File: config.mk
export PLATFORM = sky130hd
export DESIGN_NAME = parking_gate_sensor
export DESIGN_NICKNAME = d
export VERILOG_FILES = /design/src/rtl/parking_gate_sensor.sv
export SDC_FILE = /design/constraint.sdc
export NUM_CORES = 1
export LEC_CHECK = 0
export CAP_MARGIN = 20
export CORE_AREA = 2 2 50 52
export CTS_BUF_LIST = sky130_fd_sc_hd__clkbuf_8
export DETAILED_ROUTE_END_ITERATION = 10
export DIE_AREA = 0 0 52 54
export DONT_BUFFER_PORTS = 1
export PLACE_DENSITY = 0.79
export SETUP_SLACK_MARGIN = 0.2
export SYNTH_ARGS = -nofsm -noshare
export SYNTH_HDL_FRONTEND = slang
export SYNTH_SLANG_ARGS = --single-unit
File: constraint.sdc
create_clock -name clk -period 1.81 [get_ports clk]
set_input_delay 0.4525 -clock clk [delete_from_list [all_inputs] [get_ports clk]]
set_output_delay 0.4525 -clock clk [all_outputs]
set_load 0.1 [all_outputs]
File: src/rtl/parking_gate_sensor.sv
// Gate sensor front end: synchronizes and debounces the outer (A) and inner (B)
// beams, then turns complete legal A/B sequences into one-cycle inc/dec pulses.
module parking_gate_sensor #(
  parameter int DEBOUNCE = 4,
  parameter int ERRW     = 4
) (
  input  logic            clk,
  input  logic            reset,
  input  logic            a_raw,
  input  logic            b_raw,
  output logic            inc,
  output logic            dec,
  output logic            busy,
  output logic            err,
  output logic [ERRW-1:0] err_cnt
);

  localparam int CW = $clog2(DEBOUNCE + 1);

  typedef enum logic [2:0] {
    IDLE, EN1, EN2, EN3, EX1, EX2, EX3, WAITCLR
  } state_t;

  // Bit 1 carries sensor A and bit 0 sensor B, so r_deb is the FSM's ab pair.
  logic [1:0]    w_raw;
  logic [1:0]    r_sync1, r_sync2, r_prev, r_deb;
  logic [CW-1:0] r_cnt     [2];
  logic [CW-1:0] w_cnt_nxt [2];
  logic [1:0]    w_accept;

  assign w_raw = {a_raw, b_raw};

  // The count is the run length of consecutive samples that disagree with the
  // debounced value; a fresh sync value starts a new run at one.
  always_comb begin
    for (int i = 0; i < 2; i++) begin
      // NOTE: defaults first, so every path assigns every output and no latch is inferred.
      w_cnt_nxt[i] = '0;
      w_accept[i]  = 1'b0;
      if (r_sync2[i] != r_deb[i]) begin
        w_cnt_nxt[i] = (r_sync2[i] != r_prev[i]) ? CW'(1) : r_cnt[i] + CW'(1);
        w_accept[i]  = (w_cnt_nxt[i] == CW'(DEBOUNCE));
      end
    end
  end

  always_ff @(posedge clk) begin
    if (reset) begin
      r_sync1  <= '0;
      r_sync2  <= '0;
      r_prev   <= '0;
      r_deb    <= '0;
      r_cnt[0] <= '0;
      r_cnt[1] <= '0;
    end else begin
      // NOTE: non-blocking assignments so every flop samples pre-edge values.
      r_sync1 <= w_raw;
      r_sync2 <= r_sync1;
      r_prev  <= r_sync2;
      for (int i = 0; i < 2; i++) begin
        r_cnt[i] <= w_accept[i] ? '0 : w_cnt_nxt[i];
        if (w_accept[i]) r_deb[i] <= r_sync2[i];
      end
    end
  end

  state_t          r_state;
  logic [1:0]      r_ab_prev;
  logic            r_inc, r_dec, r_err, r_busy;
  logic [ERRW-1:0] r_err_cnt;
  logic            w_changed, w_illegal;

  assign w_changed = (r_deb != r_ab_prev);
  assign w_illegal = w_changed && (r_state != WAITCLR) && ((r_deb ^ r_ab_prev) == 2'b11);

  always_ff @(posedge clk) begin
    if (reset) begin
      r_state   <= IDLE;
      r_ab_prev <= '0;
      r_inc     <= 1'b0;
      r_dec     <= 1'b0;
      r_err     <= 1'b0;
      r_busy    <= 1'b0;
      r_err_cnt <= '0;
    end else begin
      r_inc     <= 1'b0;
      r_dec     <= 1'b0;
      r_err     <= 1'b0;
      r_ab_prev <= r_deb;
      if (w_illegal) begin
        r_state <= WAITCLR;
        r_busy  <= 1'b1;
        r_err   <= 1'b1;
        if (r_err_cnt != '1) r_err_cnt <= r_err_cnt + 1'b1;
      end else if (r_state == WAITCLR) begin
        // Level check, so a diagonal jump straight into 00 recovers next cycle.
        if (r_deb == 2'b00) begin
          r_state <= IDLE;
          r_busy  <= 1'b0;
        end
      end else if (w_changed) begin
        // Outside WAITCLR the state mirrors ab, so busy is simply ab != 00.
        r_busy <= (r_deb != 2'b00);
        case (r_state)
          IDLE: if (r_deb == 2'b10) r_state <= EN1;
                else if (r_deb == 2'b01) r_state <= EX1;
          EN1:  if (r_deb == 2'b11) r_state <= EN2;
                else if (r_deb == 2'b00) r_state <= IDLE;
          EN2:  if (r_deb == 2'b01) r_state <= EN3;
                else if (r_deb == 2'b10) r_state <= EN1;
          EN3:  if (r_deb == 2'b00) begin
                  r_state <= IDLE;
                  r_inc   <= 1'b1;
                end else if (r_deb == 2'b11) r_state <= EN2;
          EX1:  if (r_deb == 2'b11) r_state <= EX2;
                else if (r_deb == 2'b00) r_state <= IDLE;
          EX2:  if (r_deb == 2'b10) r_state <= EX3;
                else if (r_deb == 2'b01) r_state <= EX1;
          EX3:  if (r_deb == 2'b00) begin
                  r_state <= IDLE;
                  r_dec   <= 1'b1;
                end else if (r_deb == 2'b11) r_state <= EX2;
          default: r_state <= IDLE;
        endcase
      end
    end
  end

  assign inc     = r_inc;
  assign dec     = r_dec;
  assign err     = r_err;
  assign busy    = r_busy;
  assign err_cnt = r_err_cnt;

endmodule
==> metrics.txt <==
# TYPE chip_impl_metric gauge
chip_impl_info{name="status",value="complete, no violations"} 1
chip_impl_metric{name="synth.ff_latch_count",unit=""} 27
chip_impl_metric{name="synth.avg_cell_area",unit="µm²"} 9.12
chip_impl_metric{name="area_added_between_synthesis_and_finish",unit="%"} 13.9
chip_impl_info{name="cts_tree",value="built"} 1
chip_impl_metric{name="wl",unit="mm"} 2.76
chip_impl_metric{name="floorplan.die.height",unit="µm"} 54
chip_impl_metric{name="drt_first_pass_iters",unit=""} 4
chip_impl_metric{name="dieArea",unit="µm²"} 2810
chip_impl_metric{name="clk_latency",unit="ns"} 0.28
chip_impl_metric{name="synth_enable_flop_cells",unit=""} 0
chip_impl_info{name="setup_repair_after_global_routing_missed_its_margin",value="yes"} 1
chip_impl_info{name="layout_commonest_cell",value="sky130_fd_sc_hd__dfxtp_1"} 1
chip_impl_metric{name="setup-violations-final",unit=""} 0
chip_impl_metric{name="gr-usage-all-layers",unit="%"} 19.8
chip_impl_metric{name="post_synth_instance_area",unit="µm²"} 1420
chip_impl_metric{name="post-route-util",unit="%"} 69.8
chip_impl_metric{name="final_hold_viol_count",unit=""} 0
chip_impl_metric{name="io_pins",unit=""} 12
chip_impl_metric{name="htree_num_levels",unit=""} 1
chip_impl_metric{name="period_minus_slack",unit="ns"} 1.58
chip_impl_metric{name="dr_total_vias",unit=""} 1134
chip_impl_metric{name="first_global_vias",unit=""} 1050
chip_impl_metric{name="drv.max_cap_violation_count",unit=""} 0
chip_impl_metric{name="ant_nets",unit=""} 0
chip_impl_metric{name="grt_antenna_before_repair",unit=""} 0
chip_impl_metric{name="detail_route.iter0.violations",unit=""} 26
chip_impl_info{name="reg2reg_to",value="r_state[1]$_SDFFE_PP0P_"} 1
chip_impl_metric{name="reg2reg_setup_slack",unit="ns"} 0.23
chip_impl_info{name="hold_path_class",value="in2reg"} 1
chip_impl_metric{name="synth_seq_area_share",unit="%"} 38.0
chip_impl_info{name="worstReg2RegStart",value="r_deb[1]$_SDFFE_PP0P_"} 1
chip_impl_metric{name="global_route_wire_length_before_repair",unit="mm"} 4.17
chip_impl_metric{name="worst_slew_pin_slew",unit="ns"} 0.475
chip_impl_metric{name="max-vdd-ir-drop",unit="mV"} 0.506
chip_impl_info{name="largest_cells_by_area_after_synthesis",value="sky130_fd_sc_hd__dfxtp_1 (38%), sky130_fd_sc_hd__ha_1 (7.0%), sky130_fd_sc_hd__nor2_1 (4.2%)"} 1
chip_impl_metric{name="remaining_drc_errors",unit=""} 0
chip_impl_info{name="crit_type",value="reg2reg"} 1
chip_impl_metric{name="grt_start_max_net_pins",unit=""} 25
chip_impl_metric{name="place.detailed.hpwl",unit="mm"} 1.81
chip_impl_metric{name="gp_congestion",unit=""} 0.864
chip_impl_metric{name="postSynth.asyncResetShare",unit="%"} 0
chip_impl_metric{name="final_layout_size_suffix_gt1_share",unit="%"} 19.4
chip_impl_metric{name="fmaxAchievable",unit="GHz"} 0.633
chip_impl_metric{name="power.static_leakage",unit="nW"} 0.647
chip_impl_metric{name="num_antenna_cells",unit=""} 0
chip_impl_metric{name="slew-limit-headroom",unit="%"} 68.3
chip_impl_metric{name="io_buffers",unit=""} 0
chip_impl_metric{name="skew",unit="ns"} 0.00238
chip_impl_metric{name="start_util",unit="%"} 61.3
chip_impl_metric{name="numClockSinks",unit=""} 27
chip_impl_info{name="synth_area_leader_cell",value="sky130_fd_sc_hd__dfxtp_1"} 1
chip_impl_metric{name="worst-path-max-fanout",unit=""} 10
chip_impl_info{name="synthFlopType",value="sky130_fd_sc_hd__dfxtp_1"} 1
chip_impl_metric{name="ys.warnings.count",unit=""} 0
chip_impl_metric{name="design.final.nets",unit=""} 178
chip_impl_metric{name="critical_path_required",unit="ns"} 2.00
chip_impl_metric{name="maxSlewViolCount",unit=""} 0
chip_impl_metric{name="fp-row-count",unit=""} 18
chip_impl_metric{name="routed_wire_length_per_instance",unit="µm"} 14.2
chip_impl_info{name="timing.critical_path.to",value="r_state[1]$_SDFFE_PP0P_"} 1
chip_impl_metric{name="totalNegativeSetupSlack",unit="ns"} 0
chip_impl_metric{name="worst_r2r_path_depth",unit=""} 5
chip_impl_info{name="final_cell_mix",value="sky130_fd_sc_hd__dfxtp_1 (22), sky130_fd_sc_hd__nor2_1 (16), sky130_fd_sc_hd__buf_4 (10)"} 1
chip_impl_metric{name="holdBufCountCts",unit=""} 0
chip_impl_metric{name="die_width",unit="µm"} 52
chip_impl_info{name="worst_setup_path_startpoint",value="r_deb[1]$_SDFFE_PP0P_"} 1
chip_impl_metric{name="post_synth_num_cell_types",unit=""} 44
chip_impl_info{name="start_kind",value="flop"} 1
chip_impl_metric{name="grt.overflow.total",unit=""} 0
chip_impl_metric{name="cts_buffer_depth",unit=""} 2
chip_impl_metric{name="core_area",unit="µm²"} 2320
chip_impl_metric{name="cts_inserted_buffers",unit=""} 3
chip_impl_metric{name="power_per_cell_area",unit="nW/µm²"} 606
chip_impl_metric{name="synthesis.instances",unit=""} 156
chip_impl_info{name="worstSetupEndpointType",value="flop"} 1
chip_impl_metric{name="timing.final.crit_share",unit="%"} 87.3
chip_impl_metric{name="clkSlewWorstSetupHoldPaths",unit="ns"} 0.10
chip_impl_info{name="cts_root_buf",value="sky130_fd_sc_hd__clkbuf_8"} 1
chip_impl_metric{name="crit_arrival",unit="ns"} 1.77
chip_impl_metric{name="synth_top_area_share",unit="%"} 38.0
chip_impl_metric{name="synth_nets",unit=""} 168
chip_impl_metric{name="post_drt_via_cell_ratio",unit=""} 5.82
layout make-up:
cell class / count / area (µm²)
clock buffers: 3 / 41.3
fillers: 176 / 699
flip-flops and latches: 27 / 547
inverters: 6 / 22.5
multi-input cells: 116 / 867
repair buffers: 12 / 97.6
well taps: 30 / 37.5
clock inverters: 1 / 7.51
state kept, by name (all words and copies together), names as in the netlist:
| name | count |
|---|---|
| r_deb | 2 |
| busy | 1 |
| r_sync2 | 2 |
| r_cnt | 6 |
| r_prev | 2 |
| err_cnt | 4 |
| err | 1 |
| r_ab_prev | 2 |
| r_state | 3 |
| inc | 1 |
| r_sync1 | 2 |
| dec | 1 |
how the worst min path moves through the flow:
stage / startpoint / depth (start not counted) / endpoint
6_report: reset / 1 / r_sync1[1]$_SDFF_PP0_
5_1_grt: reset / 1 / r_deb[0]$_SDFFE_PP0P_
4_1_cts: reset / 1 / err_cnt[2]$_SDFFE_PP0P_
3_5_place_dp: r_sync1[0]$_SDFF_PP0_ / 1 / r_sync2[0]$_SDFF_PP0_
3_3_place_gp: r_sync1[0]$_SDFF_PP0_ / 1 / r_sync2[0]$_SDFF_PP0_
2_1_floorplan: r_sync1[0]$_SDFF_PP0_ / 1 / r_sync2[0]$_SDFF_PP0_
per-stage QoR:
| stage | hold WS (ns) | setup WS (ns) | power (mW) | std cells | area [µm²] |
|---|---|---|---|---|---|
| 2_1_floorplan | 0.414 | 0.231 | 0.640 | 156 | 1430 |
| 3_3_place_gp | 0.421 | 0.325 | 0.636 | 189 | 1480 |
| 3_5_place_dp | 0.429 | 0.287 | 0.637 | 189 | 1480 |
| 4_1_cts | 0.220 | 0.252 | 0.988 | 193 | 1530 |
| 5_1_grt | 0.211 | 0.143 | 1.01 | 195 | 1620 |
| 6_report | 0.227 | 0.231 | 0.981 | 195 | 1620 |
routing by layer:
metal  track usage (%)  wire length (µm)  up-vias
met5                 0                 0        -
met2              34.6              1430       31
met1              22.3              1190      533
met4              11.4                36        0
li1                  -                 -      565
met3              4.44               107        5
logic make-up after synthesis:
group                    synth area share (%)
AND/OR/NAND/NOR                          24.7
AO/OA/AOI/OAI                            15.3
flip-flops                               38.0
buffers and inverters                    5.63
XOR/XNOR                                 7.21
adder cells (fa/ha/maj)                  7.04
multiplexers                             2.11
critical path: stages (launching register included):
cell and delay [ns]:
sky130_fd_sc_hd__dfxtp_1 0.34, sky130_fd_sc_hd__buf_6 0.15, sky130_fd_sc_hd__xnor2_1 0.37, sky130_fd_sc_hd__xnor2_1 0.28
sky130_fd_sc_hd__o21ai_1 0.13, sky130_fd_sc_hd__a311oi_1 0.21
synthesized netlist by cell type (all sizes together), types with 2 or more instances:
cell type,n
a22oi,4
a21oi,7
a21boi,2
nor4,2
nor3,3
clkbuf,2
nand2b,4
a211oi,5
xnor2,4
inv,6
nand3b,2
and2,2
and2b,2
xor2,6
nand2,7
ha,8
and4b,2
dfxtp,27
nand3,4
o21ai,9
nand4,2
mux2i,3
nor2,16
nor2b,8
buf,5
and3,2
repair_timing:
action / in CTS / in global routing
resized for setup: 0 / 11
setup buffers: 0 / 2
endpoints found under the setup margin: 0 / 4
where the power goes:
part	leakage, nW	internal (mW)	switching (mW)
registers	0.221	0.600	0.00665
logic	0.404	0.00983	0.00717
clock network	0.0217	0.157	0.201
total	0.647	0.767	0.215
Power figures use the tool's default switching activity.
